--- src/rtl/comb_chk_pkg.sv ---
// Shared definitions for the comb_* response checker.
//   state_t        : checker FSM states (IDLE, RUN, DONE)
//   *_DEF          : default sweep length, golden truth table and MISR polynomial
//   ERR_CNT_MAX    : saturation value of the 5-bit error counter
package comb_chk_pkg;

  typedef enum logic [1:0] {
    IDLE = 2'd0,
    RUN  = 2'd1,
    DONE = 2'd2
  } state_t;

  localparam int          N_VEC_DEF     = 16;
  localparam logic [15:0] EXP_TABLE_DEF = 16'h6996;
  localparam logic [15:0] MISR_POLY_DEF = 16'h1021;
  localparam logic [4:0]  ERR_CNT_MAX   = 5'd31;

endpackage

--- src/rtl/comb_misr.sv ---
// 16-bit multiple-input signature register folding a 4-bit response word.
// Ports:
//   clk  : rising-edge clock
//   rst  : synchronous active-high reset, clears the signature
//   clr  : synchronous clear (start of a new sweep)
//   en   : fold din into the signature this cycle
//   din  : 4-bit response word
//   sig  : current signature
module comb_misr
  import comb_chk_pkg::*;
#(
  parameter logic [15:0] POLY = MISR_POLY_DEF
) (
  input  logic        clk,
  input  logic        rst,
  input  logic        clr,
  input  logic        en,
  input  logic [3:0]  din,
  output logic [15:0] sig
);

  always_ff @(posedge clk) begin
    if (rst || clr) begin
      sig <= '0;
    end else if (en) begin
      sig <= {sig[14:0], 1'b0} ^ ({16{sig[15]}} & POLY) ^ {12'b0, din};
    end
  end

endmodule

--- src/rtl/comb_resp_check.sv ---
// Response checker for the four comb_* implementations of one 4-input
// function. Receives the exhaustive stimulus sweep, compares every
// implementation against a golden truth table, checks sweep order and
// folds the responses into a MISR signature.
// Ports:
//   clk, rst        : clock and synchronous active-high reset
//   start           : begin a sweep (honoured in IDLE and DONE)
//   vec_valid       : vec/y valid this cycle
//   vec             : stimulus {A,B,C,D}
//   y               : responses {Y4,Y3,Y2,Y1}
//   busy, done      : sweep running / sweep finished (level)
//   pass            : done with zero failing vectors
//   err_cnt         : failing vectors, saturating at 31
//   first_err_vld   : a failure was recorded this sweep
//   first_err_vec   : vec of the first failing vector
//   signature       : MISR state
module comb_resp_check
  import comb_chk_pkg::*;
#(
  parameter int          N_VEC     = N_VEC_DEF,
  parameter logic [15:0] EXP_TABLE = EXP_TABLE_DEF,
  parameter logic [15:0] MISR_POLY = MISR_POLY_DEF
) (
  input  logic        clk,
  input  logic        rst,
  input  logic        start,
  input  logic        vec_valid,
  input  logic [3:0]  vec,
  input  logic [3:0]  y,
  output logic        busy,
  output logic        done,
  output logic        pass,
  output logic [4:0]  err_cnt,
  output logic        first_err_vld,
  output logic [3:0]  first_err_vec,
  output logic [15:0] signature
);

  localparam int IDX_W = (N_VEC > 1) ? $clog2(N_VEC) : 1;

  function automatic logic [4:0] sat_inc(input logic [4:0] cnt);
    return (cnt == ERR_CNT_MAX) ? cnt : cnt + 5'd1;
  endfunction

  state_t             state, state_nxt;
  logic [IDX_W-1:0]   idx, idx_nxt;
  logic [4:0]         err_nxt;
  logic               fev_nxt;
  logic [3:0]         fvec_nxt;
  logic               clr_sweep;
  logic               accept;
  logic               exp_bit;
  logic               order_err;
  logic               value_err;
  logic               last_vec;

  // Value check uses the received vec even when it arrives out of order;
  // an out-of-order vector with wrong values still counts only once.
  assign exp_bit   = EXP_TABLE[vec];
  assign value_err = |(y ^ {4{exp_bit}});
  assign order_err = (32'(idx) != 32'(vec));
  assign last_vec  = (idx == IDX_W'(N_VEC - 1));

  always_comb begin
    state_nxt = state;
    idx_nxt   = idx;
    err_nxt   = err_cnt;
    fev_nxt   = first_err_vld;
    fvec_nxt  = first_err_vec;
    clr_sweep = 1'b0;
    accept    = 1'b0;
    case (state)
      IDLE, DONE: begin
        if (start) begin
          state_nxt = RUN;
          clr_sweep = 1'b1;
        end
      end
      RUN: begin
        if (vec_valid) begin
          accept = 1'b1;
          if (order_err || value_err) begin
            err_nxt = sat_inc(err_cnt);
            if (!first_err_vld) begin
              fev_nxt  = 1'b1;
              fvec_nxt = vec;
            end
          end
          // idx stops at the last index so it never wraps within a sweep
          if (last_vec) begin
            state_nxt = DONE;
          end else begin
            idx_nxt = idx + 1'b1;
          end
        end
      end
      default: state_nxt = IDLE;
    endcase
    if (clr_sweep) begin
      idx_nxt  = '0;
      err_nxt  = '0;
      fev_nxt  = 1'b0;
      fvec_nxt = '0;
    end
  end

  // Status outputs are registered from the next-state decode so they
  // change on the same edge as the state.
  always_ff @(posedge clk) begin
    if (rst) begin
      state         <= IDLE;
      idx           <= '0;
      err_cnt       <= '0;
      first_err_vld <= 1'b0;
      first_err_vec <= '0;
      busy          <= 1'b0;
      done          <= 1'b0;
      pass          <= 1'b0;
    end else begin
      state         <= state_nxt;
      idx           <= idx_nxt;
      err_cnt       <= err_nxt;
      first_err_vld <= fev_nxt;
      first_err_vec <= fvec_nxt;
      busy          <= (state_nxt == RUN);
      done          <= (state_nxt == DONE);
      pass          <= (state_nxt == DONE) && (err_nxt == 5'd0);
    end
  end

  comb_misr #(
    .POLY (MISR_POLY)
  ) u_misr (
    .clk  (clk),
    .rst  (rst),
    .clr  (clr_sweep),
    .en   (accept),
    .din  (y),
    .sig  (signature)
  );

endmodule
--- config.mk ---
export PLATFORM = sky130hd
export DESIGN_NAME = comb_resp_check
export DESIGN_NICKNAME = d
export VERILOG_FILES = /design/src/rtl/comb_chk_pkg.sv /design/src/rtl/comb_misr.sv /design/src/rtl/comb_resp_check.sv
export SDC_FILE = /design/constraint.sdc
export NUM_CORES = 1
export LEC_CHECK = 0
export ABC_AREA = 1
export CORE_MARGIN = 1.5
export CORE_UTILIZATION = 35
export CTS_CLUSTER_DIAMETER = 120
export CTS_CLUSTER_SIZE = 8
export DETAILED_ROUTE_END_ITERATION = 8
export PLACE_DENSITY = 0.67
export RECOVER_POWER = 50
export SKIP_CTS_REPAIR_TIMING = 1
export SLEW_MARGIN = 15
export SYNTH_ARGS = -nofsm -noshare
export SYNTH_HDL_FRONTEND = slang
export SYNTH_SLANG_ARGS = --single-unit
--- constraint.sdc ---
create_clock -name clk -period 1.95 [get_ports clk]
set_input_delay 0.39 -clock clk [delete_from_list [all_inputs] [get_ports clk]]
set_output_delay 0.39 -clock clk [all_outputs]
set_load 0.01 [all_outputs]
Word-level counts from Yosys, hierarchy flattened
Memory sizes are Yosys's and may differ from the RTL's.
Cells that the tools add are included.
{"block": "word_totals", "register_bits": 35, "latch_bits": 0, "mem_bits_rw": 0, "mem_bits_ro": 16, "in_bits": 12, "n_memories": 1}
{"name": "(name not given)", "words": 16, "word_bits": 1, "rd": 1, "rd_ports_with_merged_regs": 0, "wr": 0, "line": "comb_resp_check.sv:59", "source": "assign exp_bit = EXP_TABLE[vec];"}
{"block": "op_classes", "add_sub_neg": 2, "multipliers": 0, "div_mod_pow": 0, "n_lt_le_gt_ge": 1, "eq_ne": 7, "shift": 0, "muxes": 14, "bitwise": 5, "n_reduce_logical": 11}
{"op": "$mux 5", "n": 5}
{"op": "$xor 16x13->16", "n": 1}
{"op": "$xor 16x4->16", "n": 1}
{"op": "$mux 2", "n": 3}
{"op": "$reduce_and 3->1", "n": 2}
{"op": "$add 5x1->5 const B", "n": 1}
{"op": "$eq 5x5->1 const B", "n": 1}
{"op": "$logic_not 5->1", "n": 1}
{"op": "$lt 4x5->1 const B", "n": 1}
{"op": "$mux 1", "n": 5}
{"op": "$add 4x1->4 const B", "n": 1}
{"op": "$eq 2x1->1 const B", "n": 2}
{"op": "$eq 2x2->1 const B", "n": 2}
{"op": "$eq 4x4->1 const B", "n": 1}
{"op": "$ne 4x4->1", "n": 1}
{"op": "$pmux 2 s2", "n": 1}
{"op": "$reduce_and 4->1", "n": 1}
{"op": "$reduce_or 2->1", "n": 2}
{"op": "$reduce_or 4->1", "n": 1}
{"op": "$xor 4x4->4", "n": 1}
{"op": "$logic_not 2->1", "n": 1}
{"op": "$logic_or 1x1->1", "n": 2}
{"op": "$not 1->1", "n": 2}
{"op": "$logic_and 1x1->1", "n": 1}

Longest topological paths before layout
{"block": "depth", "depth_word": 11, "depth_mapped": 15, "ltp_nobuf": 15}

By module
Synthesis repeated with hierarchy kept, for this count alone.
{"block": "hier_totals", "cells_unflattened": 265, "area_unflattened_um2": 1759.2}
{"module": "comb_resp_check", "n_inst": 1, "cells_per_inst": 160, "area_per_inst_um2": 1076.0}
{"module": "comb_misr", "n_inst": 1, "cells_per_inst": 105, "area_per_inst_um2": 683.2}

Least setup slack after synthesis
Ideal clock, no wire load.
{"block": "synth_path", "path_kind": "reg2reg", "from": "register err_cnt[0]", "to": "register pass", "setup_time_ns": 0.113, "t_arrival_ns": 1.323, "t_required_ns": 1.837, "slack_ns": 0.515, "stages_incl_launch_ff": 13, "cell_sequence": "dfxtp_1 > ha_1 > nand2_1 > nor2_1 > nand2_1 > o21ai_0 > nand3_1 > nand2_1 > nand2_1 > nand2_1 > nor2_1 > nand2_1 > nor2_1"}
{"block": "synth_between", "elab_chain_len": 8, "elab_cells_between_ends": 9, "classes_between": "add/sub: 1; eq/ne: 1; mux: 5; reduce/logical: 2"}
{"element": "from (decl)", "line": "comb_resp_check.sv:33", "source": "output logic [4:0] err_cnt,"}
{"element": "from (signal assigned)", "line": "comb_resp_check.sv:122", "source": "err_cnt <= err_nxt;"}
{"element": "$add 5x1->5 / $eq 5x5->1 (equally long branches)", "line": "comb_resp_check.sv:42", "source": "return (cnt == ERR_CNT_MAX) ? cnt : cnt + 5'd1;"}
{"element": "$mux 5", "line": "comb_resp_check.sv:42"}
{"element": "$mux 5", "line": "comb_resp_check.sv:82", "source": "if (order_err || value_err) begin"}
{"element": "$mux 5", "line": "comb_resp_check.sv:80", "source": "if (vec_valid) begin"}
{"element": "$mux 5 (*)", "line": "comb_resp_check.sv:72", "source": "case (state)"}
{"element": "$mux 5 (*)", "line": "comb_resp_check.sv:99", "source": "if (clr_sweep) begin"}
{"element": "$logic_not 5->1 (*)", "line": "comb_resp_check.sv:127", "source": "pass <= (state_nxt == DONE) && (err_nxt == 5'd0);"}
{"element": "$logic_and 1x1->1 (*)", "line": "comb_resp_check.sv:127"}
{"element": "to (signal assigned)", "line": "comb_resp_check.sv:127"}
{"element": "to (decl)", "line": "comb_resp_check.sv:32", "source": "output logic pass,"}
Every way passes the cells marked *; elsewhere a longest branch is shown, timed or not.
A chain may end at the register's enable or synchronous reset.

Worst setup path after layout
{"block": "layout_path", "from": "register u_misr.sig[15]", "to": "output signature[15]"}
{"element": "from (decl)", "line": "comb_misr.sv:19", "source": "output logic [15:0] sig"}
{"element": "from (signal assigned)", "line": "comb_misr.sv:26", "source": "sig <= {sig[14:0], 1'b0} ^ ({16{sig[15]}} & POLY) ^ {12'b0, din};"}
{"element": "to (decl)", "line": "comb_resp_check.sv:36", "source": "output logic [15:0] signature"}
No word-level cell between the ends.

==> impl_metrics.tcl <==
set metrics [dict create \
    outcome "finished clean" \
    antenna_cells 0 \
    setup_ws_ps 243 \
    start_util_pct 37.2 \
    syn_nets 249 \
    synthXorXnorAreaFrac_pct 5.82 \
    yosys.area.top_type_share_pct 42.3 \
    crit_buf_inv 1 \
    synth_cell_types 24 \
    slew_headroom_pct 75.0 \
    routed_via_density 4.53 \
    die_height_um 71.8 \
    finalClockSkew_ps 6.50 \
    async_flop_share_pct 0 \
    cts_tree "yes" \
    synthTopCellsByCount "47 x nand2_1, 40 x nor2_1, 35 x dfxtp_1" \
    slowest_delay_ps 590 \
    synth_cells 235 \
    grt_pass1_vias 1506 \
    grtUsageMet1_pct 18.8 \
    ys_seq_area_share_pct 42.3 \
    period_needed_ps 1710 \
    pwr-share-clk_pct 33.9 \
    vias 1559 \
    clk_path_buf_depth 2 \
    ys_seq_elements 35 \
    drt_pass1_iterations 6 \
    netlist_area_um2 1660 \
    antenna_found_initial 0 \
    rsz0062_at_grt "false" \
    setup_viol 0 \
    avgSynthCellArea_um2 7.04 \
    synth_top_family_by_area "simple AND/OR/NAND/NOR gates" \
    grt_max_degree 18 \
    synth_compound_area_share_pct 11.0 \
    place.gp.congestion 0.800 \
    grt-busiest-layer "met2" \
    final_nets 305 \
    final_core_util_pct 51.7 \
    met3_usage_pct 4.50 \
    synth-edff-count 0 \
    fmax_mhz 586 \
    crit_path_end_kind "primary output" \
    crit_slowest_cell "clkdlybuf4s50_1" \
    p_leak_uw 0.00106 \
    routedWlPerCell_um 10.4 \
    synth_ff_type "dfxtp_1" \
    path_clk_slew_ps 70 \
    port_buffers 40 \
    path_class "reg2out" \
    tightest_slew_ps 375 \
    yosysMostFrequentCell "nand2_1" \
    hold_violations 0 \
    cp.required_ps 1560 \
    cts_buffers 5 \
    num_rows 24 \
    cp_top_family "buffers and inverters" \
    drive_above_1_share_pct 11.0 \
    wl_mm 3.59 \
    slew_violations 0 \
    dp_hpwl_mm 2.71 \
    cts-htree-levels 2 \
    grt_first_pass_wirelength_mm 6.26 \
    synth-adder-area-share_pct 1.51 \
    clock_latency_ps 290 \
    drc 0 \
    drv_cap 0 \
    irDropWorstVdd_uv 407 \
    min_path_type "reg2reg" \
    drtIter0Drc 54 \
    crit_path_start_kind "flip-flop" \
    period_share_pct 87.6 \
    worstPathMaxFanout 5 \
    io_pins 41 \
    pwr-share-comb_pct 15.4 \
    ys_top_cells_by_area "dfxtp_1 42%, nand2_1 11%, nor2_1 9.1%, inv_1 5.9%, o21ai_0 5.4%" \
    grt_remaining_overflow 0 \
    total_power_uw 1480 \
    internal_power_uw 1090 \
    grtUsageTotal_pct 15.3 \
    p_sw_uw 391 \
    die_x_um 71.8 \
    die_area_um2 5150 \
    p_seq_share_pct 50.7 \
    yosys.area.top_type "dfxtp_1" \
    synth-simple-area-share_pct 31.3 \
    fin_tns_setup_ps 0 \
    crit_path_cell_trace "clkdlybuf4s50_1" \
    coreArea_um2 4440 \
    synthMuxAreaShare_pct 0 \
    clkSinkCount 35 \
    pwr_density_cell_nw_per_um2 646 \
    clock-root-buffer "clkbuf_8" \
    grt_use_met2_pct 25.3 \
    pre_cts_slack_ps -158 \
    arrival_ps 1320 \
    ys.warnings.count 0 \
    syn_to_final_growth_pct 38.8 \
    ant_nets 0 \
    swShare_pct 26.4 \
]
-- through the flow --
stage,cells,cell area (um2),hold slack [ps]
floorplan,235,1660,464
global placement,336,2210,452
detailed placement,336,2210,455
CTS,344,2290,466
global route,344,2300,485
finish,344,2300,462
-- routing by layer --
layer | vias to the layer above | share of wire (%)
met5 | - | 0
met4 | 0 | 1.3
met3 | 6 | 3.9
met2 | 30 | 46
met1 | 673 | 48
li1 | 850 | -
-- cell families (layout without fill, tap and decap cells) --
| logic type | Yosys count | count (layout) |
|---|---|---|
| simple gates | 116 | 116 |
| compound gates | 36 | 36 |
| flops | 35 | 35 |
| buf+inv | 35 | 92 |
| xor+xnor | 11 | 11 |
| fa+ha+maj | 2 | 2 |
-- final cells by class --
cell class,count,area (um2)
inverter,29,109
timing repair buffer,55,519
multi-input combinational,165,818
tap,52,65.1
fill,446,2150
clock buffer,6,72.6
clock inverter,2,12.5
sequential,35,701
-- power by group through the flow --
stage | registers, uW | logic (uW) | clock network (uW)
after floorplan | 775 | 118 | 0
after global placement | 769 | 232 | 0
after detailed placement | 769 | 234 | 0
after CTS | 753 | 235 | 517
after global routing | 756 | 256 | 552
final | 753 | 228 | 503
-- state kept, by name, indices dropped and copies added, names as in the netlist --
register	count
first_err_vld	1
busy	1
pass	1
done	1
err_cnt	5
idx	4
first_err_vec	4
u_misr.sig	16
state	2
-- final timing paths --
kind         cells after the start                             to  slack, ps                     startpoint
max                              1                  signature[15]        240    u_misr.sig[15]$_SDFFE_PP0P_
min                              2  first_err_vec[3]$_SDFFE_PP0P_        460  first_err_vec[3]$_SDFFE_PP0P_
max reg2reg                     12                pass$_SDFF_PP0_        370            state[0]$_SDFF_PP0_
min reg2reg                      2  first_err_vec[3]$_SDFFE_PP0P_        460  first_err_vec[3]$_SDFFE_PP0P_
-- cells in the final DEF, fill, tap and decap left out --
cell / Yosys / final
a21oi_1: 15 / 15
o21ai_1: 2 / 2
nor2_1: 40 / 41
xnor2_1: 5 / 5
dfxtp_1: 35 / 35
nand2_1: 47 / 47
nand3_1: 12 / 12
clkbuf_1: 3 / 2
clkinv_2: 0 / 1
clkinvlp_4: 0 / 1
xor2_1: 6 / 6
o21ai_0: 18 / 18
nand4_1: 3 / 3
ha_1: 2 / 2
a31oi_1: 1 / 1
nand3_4: 1 / 1
nor2_4: 2 / 2
inv_2: 3 / 2
nand2_4: 1 / 1
clkdlybuf4s50_1: 0 / 29
nor2_2: 2 / 1
clkbuf_8: 0 / 5
nand2_2: 3 / 3
buf_4: 0 / 12
inv_1: 26 / 26
dlygate4sd3_1: 0 / 7
dlymetal6s2s_1: 0 / 4
nor3_1: 4 / 4
nand3_2: 1 / 1
clkinv_1: 0 / 1
clkbuf_4: 0 / 2
Note: power is estimated with default switching activity, not from simulation.
